$ cat config.mk
export PLATFORM = sky130hd
export DESIGN_NAME = adder4_bist
export DESIGN_NICKNAME = d
export VERILOG_FILES = /design/src/rtl/adder4_bist_pkg.sv /design/src/rtl/adder4_golden.sv /design/src/rtl/adder4_bist.sv
export SDC_FILE = /design/constraint.sdc
export NUM_CORES = 1
export LEC_CHECK = 0
export BUFFER_PORTS_ARGS = -buffer_cell sky130_fd_sc_hd__buf_4
export CAP_MARGIN = 20
export CORE_UTILIZATION = 30
export DETAILED_ROUTE_END_ITERATION = 10
export PLACE_DENSITY = 0.54
export SLEW_MARGIN = 30
export SYNTH_ARGS = -nofsm -noshare
export SYNTH_HDL_FRONTEND = slang
export SYNTH_SLANG_ARGS = --single-unit
$ cat constraint.sdc
create_clock -name clk -period 3 [get_ports clk]
set_clock_uncertainty 0.05 [all_clocks]
set_input_delay 0.45 -clock clk [delete_from_list [all_inputs] [get_ports clk]]
set_output_delay 0.45 -clock clk [all_outputs]
set_load 0.01 [all_outputs]
$ cat src/rtl/adder4_bist_pkg.sv
// Shared types and constants for the 4-bit adder BIST engine.
// The top module honours the optional macro ADDER4_BIST_STOP_ON_FAIL_EN.
package adder4_bist_pkg;

    typedef enum logic [1:0] {
        StIdle   = 2'd0,
        StSettle = 2'd1,
        StCheck  = 2'd2,
        StDone   = 2'd3
    } bist_state_e;

    localparam int unsigned NUM_VECTORS = 256;
    localparam logic [7:0]  LAST_IDX    = 8'hFF;

endpackage

$ cat src/rtl/adder4_golden.sv
// Combinational reference model of a 4-bit adder with carry-out and signed overflow.
module adder4_golden (
    input  logic [3:0] a,
    input  logic [3:0] b,
    output logic [3:0] sum,
    output logic       carryout,
    output logic       overflow
);

    logic [4:0] full;

    assign full     = {1'b0, a} + {1'b0, b};
    assign sum      = full[3:0];
    assign carryout = full[4];
    // Signed overflow: like-signed operands producing a differently-signed result.
    assign overflow = (a[3] == b[3]) && (full[3] != a[3]);

endmodule

$ cat src/rtl/adder4_bist.sv
// Exhaustive stimulus/response BIST for a 4-bit adder: sweeps all 256 operand pairs.
// Optional macro ADDER4_BIST_STOP_ON_FAIL_EN ends the sweep at the first mismatch.
module adder4_bist
    import adder4_bist_pkg::*;
#(
    parameter int unsigned SETTLE_CYCLES = 2,
    parameter int unsigned ERR_W         = 9
) (
    input  logic             clk,
    input  logic             rst_n,
    input  logic             start,
    output logic [3:0]       dut_a,
    output logic [3:0]       dut_b,
    input  logic [3:0]       dut_sum,
    input  logic             dut_carryout,
    input  logic             dut_overflow,
    output logic             busy,
    output logic             done,
    output logic             pass,
    output logic [ERR_W-1:0] err_count,
    output logic             fail_valid,
    output logic [3:0]       fail_a,
    output logic [3:0]       fail_b
);

    localparam int unsigned CNT_W = (SETTLE_CYCLES > 1) ? $clog2(SETTLE_CYCLES) : 1;
    localparam logic [CNT_W-1:0] CNT_LAST = CNT_W'(SETTLE_CYCLES - 1);

    bist_state_e      state_q, state_d;
    logic [7:0]       idx_q, idx_d;
    logic [CNT_W-1:0] cnt_q, cnt_d;
    logic [ERR_W-1:0] err_q, err_d;
    logic             fv_q, fv_d;
    logic [3:0]       fa_q, fa_d;
    logic [3:0]       fb_q, fb_d;

    logic [3:0] g_sum;
    logic       g_co;
    logic       g_of;
    logic       mismatch;
    logic       stop_now;

    adder4_golden u_golden (
        .a        (idx_q[7:4]),
        .b        (idx_q[3:0]),
        .sum      (g_sum),
        .carryout (g_co),
        .overflow (g_of)
    );

    assign mismatch = {dut_carryout, dut_sum, dut_overflow} != {g_co, g_sum, g_of};

`ifdef ADDER4_BIST_STOP_ON_FAIL_EN
    assign stop_now = (idx_q == LAST_IDX) || mismatch;
`else
    assign stop_now = (idx_q == LAST_IDX);
`endif

    always_comb begin
        state_d = state_q;
        idx_d   = idx_q;
        cnt_d   = cnt_q;
        err_d   = err_q;
        fv_d    = fv_q;
        fa_d    = fa_q;
        fb_d    = fb_q;
        case (state_q)
            StIdle, StDone: begin
                if (start) begin
                    idx_d   = '0;
                    cnt_d   = '0;
                    err_d   = '0;
                    fv_d    = 1'b0;
                    fa_d    = '0;
                    fb_d    = '0;
                    state_d = StSettle;
                end
            end
            StSettle: begin
                if (cnt_q == CNT_LAST) begin
                    state_d = StCheck;
                end else begin
                    cnt_d = cnt_q + 1'b1;
                end
            end
            StCheck: begin
                if (mismatch) begin
                    if (err_q != '1) begin
                        err_d = err_q + 1'b1;
                    end
                    if (!fv_q) begin
                        fv_d = 1'b1;
                        fa_d = idx_q[7:4];
                        fb_d = idx_q[3:0];
                    end
                end
                if (stop_now) begin
                    state_d = StDone;
                end else begin
                    idx_d   = idx_q + 8'd1;
                    cnt_d   = '0;
                    state_d = StSettle;
                end
            end
            default: state_d = StIdle;
        endcase
    end

    always_ff @(posedge clk or negedge rst_n) begin
        if (!rst_n) begin
            state_q <= StIdle;
            idx_q   <= '0;
            cnt_q   <= '0;
            err_q   <= '0;
            fv_q    <= 1'b0;
            fa_q    <= '0;
            fb_q    <= '0;
        end else begin
            state_q <= state_d;
            idx_q   <= idx_d;
            cnt_q   <= cnt_d;
            err_q   <= err_d;
            fv_q    <= fv_d;
            fa_q    <= fa_d;
            fb_q    <= fb_d;
        end
    end

    // All outputs are decoded straight from flops, so nothing combinational reaches a port.
    assign dut_a      = idx_q[7:4];
    assign dut_b      = idx_q[3:0];
    assign busy       = (state_q == StSettle) || (state_q == StCheck);
    assign done       = (state_q == StDone);
    assign pass       = done && (err_q == '0);
    assign err_count  = err_q;
    assign fail_valid = fv_q;
    assign fail_a     = fa_q;
    assign fail_b     = fb_q;

endmodule

==> impl_metrics.csv <==
group,metric,value,unit
sta,slew_headroom,0.555,
die,die_h,78.8,um
final_layout,areaGrowthSynthToFinish,28.7,%
critical_path,arrival,2.86,ns
yosys,synth_nets,219,
clock_tree,clock_path_buffers,2,
pwr,leakage,1.10,nW
sta,fin_ws,0.307,ns
clock_tree,cts_buffers,5,
drt,routedWlPerCell,13.4,um
placed_design,placed_cells,309,
grt,grt_max_degree,30,
die,pin_count,38,
final_layout,n_antenna_cell,0,
grt,grt_use_total,0.150,
die,core_area,5610,sq um
clock_tree,htreeDepth,2,
final_layout,nets,266,
drt,route.detailed.drc,0,
sta,fmax,0.371,GHz
sta,hold_viol,0,
critical_path,critical_path_peak_fanout,16,
flow_run,cap_violations,0,
yosys,ys_warn_count,0,
die,rows,27,
die,start_util,0.315,
placed_design,post-place-ws,0.252,ns
placed_design,numPortBuffers,37,
sta,rsz0062_at_grt,"no",
drt,viasPerCell,4.95,
sta,maxSlewViolCount,0,
yosys,synth_seq_cells,29,
outcome,status,"finished, final reports clean",
yosys,synth_edf_count,0,
clock_tree,clock_latency,0.28,ns
sta,period_minus_slack,2.69,ns
die,die-area,6200,sq um
final_layout,fill_cells,600,
pwr,pwr_density_cell,698,nW/um^2
clock_tree,ctsRootBufferMaster,"clkbuf_8",
grt,grt_pass1_wl,7.18,mm
yosys,syn_area,1770,sq um
critical_path,crit_required,3.17,ns
critical_path,cp-end-kind,"register",
yosys,syn-instance-count,197,
drt,num_vias,1569,
pwr,vdd_drop_max,0.349,mV
clock_tree,cts_hold_buf,0,
min_path,hold_path.class,"in2async",
grt,grt_pass1_vias,1496,
critical_path,cp_cell_sequence,"ha_1 -> a21o_1 -> a21oi_2 -> mux2i_1 -> xor2_1 -> a311o_2 -> or4_1 -> nand3_1",
grt,antenna_found_initial,0,
critical_path,cp-start-kind,"register",
sta,tightest_slew,0.668,ns
die,fp.dieW,78.8,um
clock_tree,cts_tree,"yes",
sta,period_share,0.898,
critical_path,max_stage_delay,0.52,ns
placed_design,dp_hpwl,3.12,mm
drt,dr.pass1.iters,4,
critical_path,path_class,"reg2reg",
grt,overflow,0,
yosys,synth.avg_cell_area,8.97,sq um
yosys,ys_seq_area_frac,0.410,
drt,initialDrtViolationCount,103,
drt,drtAntennaViolNets,0,
placed_design,gp_congestion,0.869,
sta,setup_violations,0,
critical_path,cpMaxStageDelayCell,"a311o_2",
sta,tns,0,ns
yosys,yosysUniqueCellTypes,37,
yosys,postSynth.asyncResetShare,1.00,
yosys,synthFlopType,"dfrtp_1",
drt,wirelength,4.26,mm
final_layout,drive_above_1_share,0.233,
clock_tree,clock_sinks,29,
final_layout,final_cells,317,
clock_tree,clk_pin_slew,0.07,ns
-- cell usage in the layout (no fill, tap or decap), types with 5 or more instances in the layout --
| master | instances |
|---|---|
| buf_4 | 44 |
| nand2_1 | 27 |
| mux2i_1 | 10 |
| nand3_1 | 13 |
| clkbuf_8 | 7 |
| xor2_1 | 5 |
| nor2_1 | 10 |
| a21oi_1 | 6 |
| dfrtp_1 | 29 |
| o21ai_0 | 14 |
| ha_1 | 12 |
| inv_1 | 20 |
-- power by group --
part | total, mW | internal (mW) | switching (mW)
Clock | 0.363 | 0.207 | 0.156
Sequential | 0.491 | 0.440 | 0.0509
Combinational | 0.734 | 0.302 | 0.432
-- sequential cells by signal, summed over array words and instances (netlist names) --
register,count
err_count,9
idx_q,8
fail_a,4
fail_b,4
state_q,2
cnt_q,1
fail_valid,1
-- metrics by stage --
step / utilization / hold slack, ns / power [mW] / cell area (sq um)
CTS: 0.406 / 0.0459 / 1.60 / 2270
global route: 0.406 / 0.0622 / 1.72 / 2280
detailed placement: 0.388 / 0.355 / 1.23 / 2170
global placement: 0.388 / 0.354 / 1.23 / 2170
finish: 0.406 / 0.0339 / 1.59 / 2280
floorplan: - / 0.104 / 0.985 / 1770
-- cell usage after synthesis, types with 5 or more instances --
master / number / share of area
o21ai_0: 14 / 0.040
mux2i_1: 10 / 0.057
xor2_1: 5 / 0.025
nor2_1: 10 / 0.021
dfrtp_1: 29 / 0.41
a21oi_1: 6 / 0.017
ha_1: 12 / 0.085
inv_1: 20 / 0.042
nand3_1: 13 / 0.037
nand2_1: 27 / 0.057
-- cell type report --
| class | instances | area (sq um) | share of cell area |
|---|---|---|---|
| multi-input combinational | 144 | 953 | 0.419 |
| sequential | 29 | 726 | 0.319 |
| timing repair buffer | 44 | 330 | 0.145 |
| clock buffer | 7 | 96.3 | 0.0423 |
| tap | 72 | 90.1 | 0.0396 |
| inverter | 20 | 75.1 | 0.0330 |
| clock inverter | 1 | 5.00 | 0.00220 |
-- per-layer routing --
layer,part of all wire,GRT usage,up-vias
li1,-,-,779
met3,0.035,0.0276,5
met5,0,0,-
met4,0.015,0.0556,0
met1,0.47,0.204,761
met2,0.48,0.237,24
-- what timing repair did --
| action | in CTS | in global routing |
|---|---|---|
| setup endpoints to repair | 0 | 2 |
| resized for setup | 0 | 1 |
| setup buffers | 0 | 0 |
-- cells by family (layout without fill, tap and decap cells) --
family,count (synthesis),count (layout),share of synthesized area
buffers and inverters,24,72,0.0510
muxes,11,11,0.0630
adders and majority gates,13,13,0.0962
DFF,29,29,0.410
AOI/OAI and AO/OA,37,37,0.131
and+or+nand+nor,74,74,0.204
xor gates and xnor gates,9,9,0.0446
-- worst max-delay path, delay by kind of cell (launching register included) --
family,cells,cell delay [ns]
AOI/OAI and AO/OA,3,0.87
xor gates and xnor gates,1,0.11
adders and majority gates,1,0.32
DFF,1,0.45
muxes,1,0.25
and+or+nand+nor,2,0.58
-- path summary, 6_finish.rpt --
check	startpoint	endpoint	slack [ns]	cells after the start
setup / recovery	idx_q[5]	err_count[5]	0.31	8
hold / removal	rst_n	err_count[4]	0.03	1
setup reg to reg	idx_q[5]	err_count[5]	0.31	8
hold reg to reg	fail_b[3]	fail_b[3]	0.47	2
max in group asynchronous	rst_n	fail_b[1]	2.59	1
min in group clk	fail_b[3]	fail_b[3]	0.47	2
No activity file was read; power rests on OpenSTA's default activity.
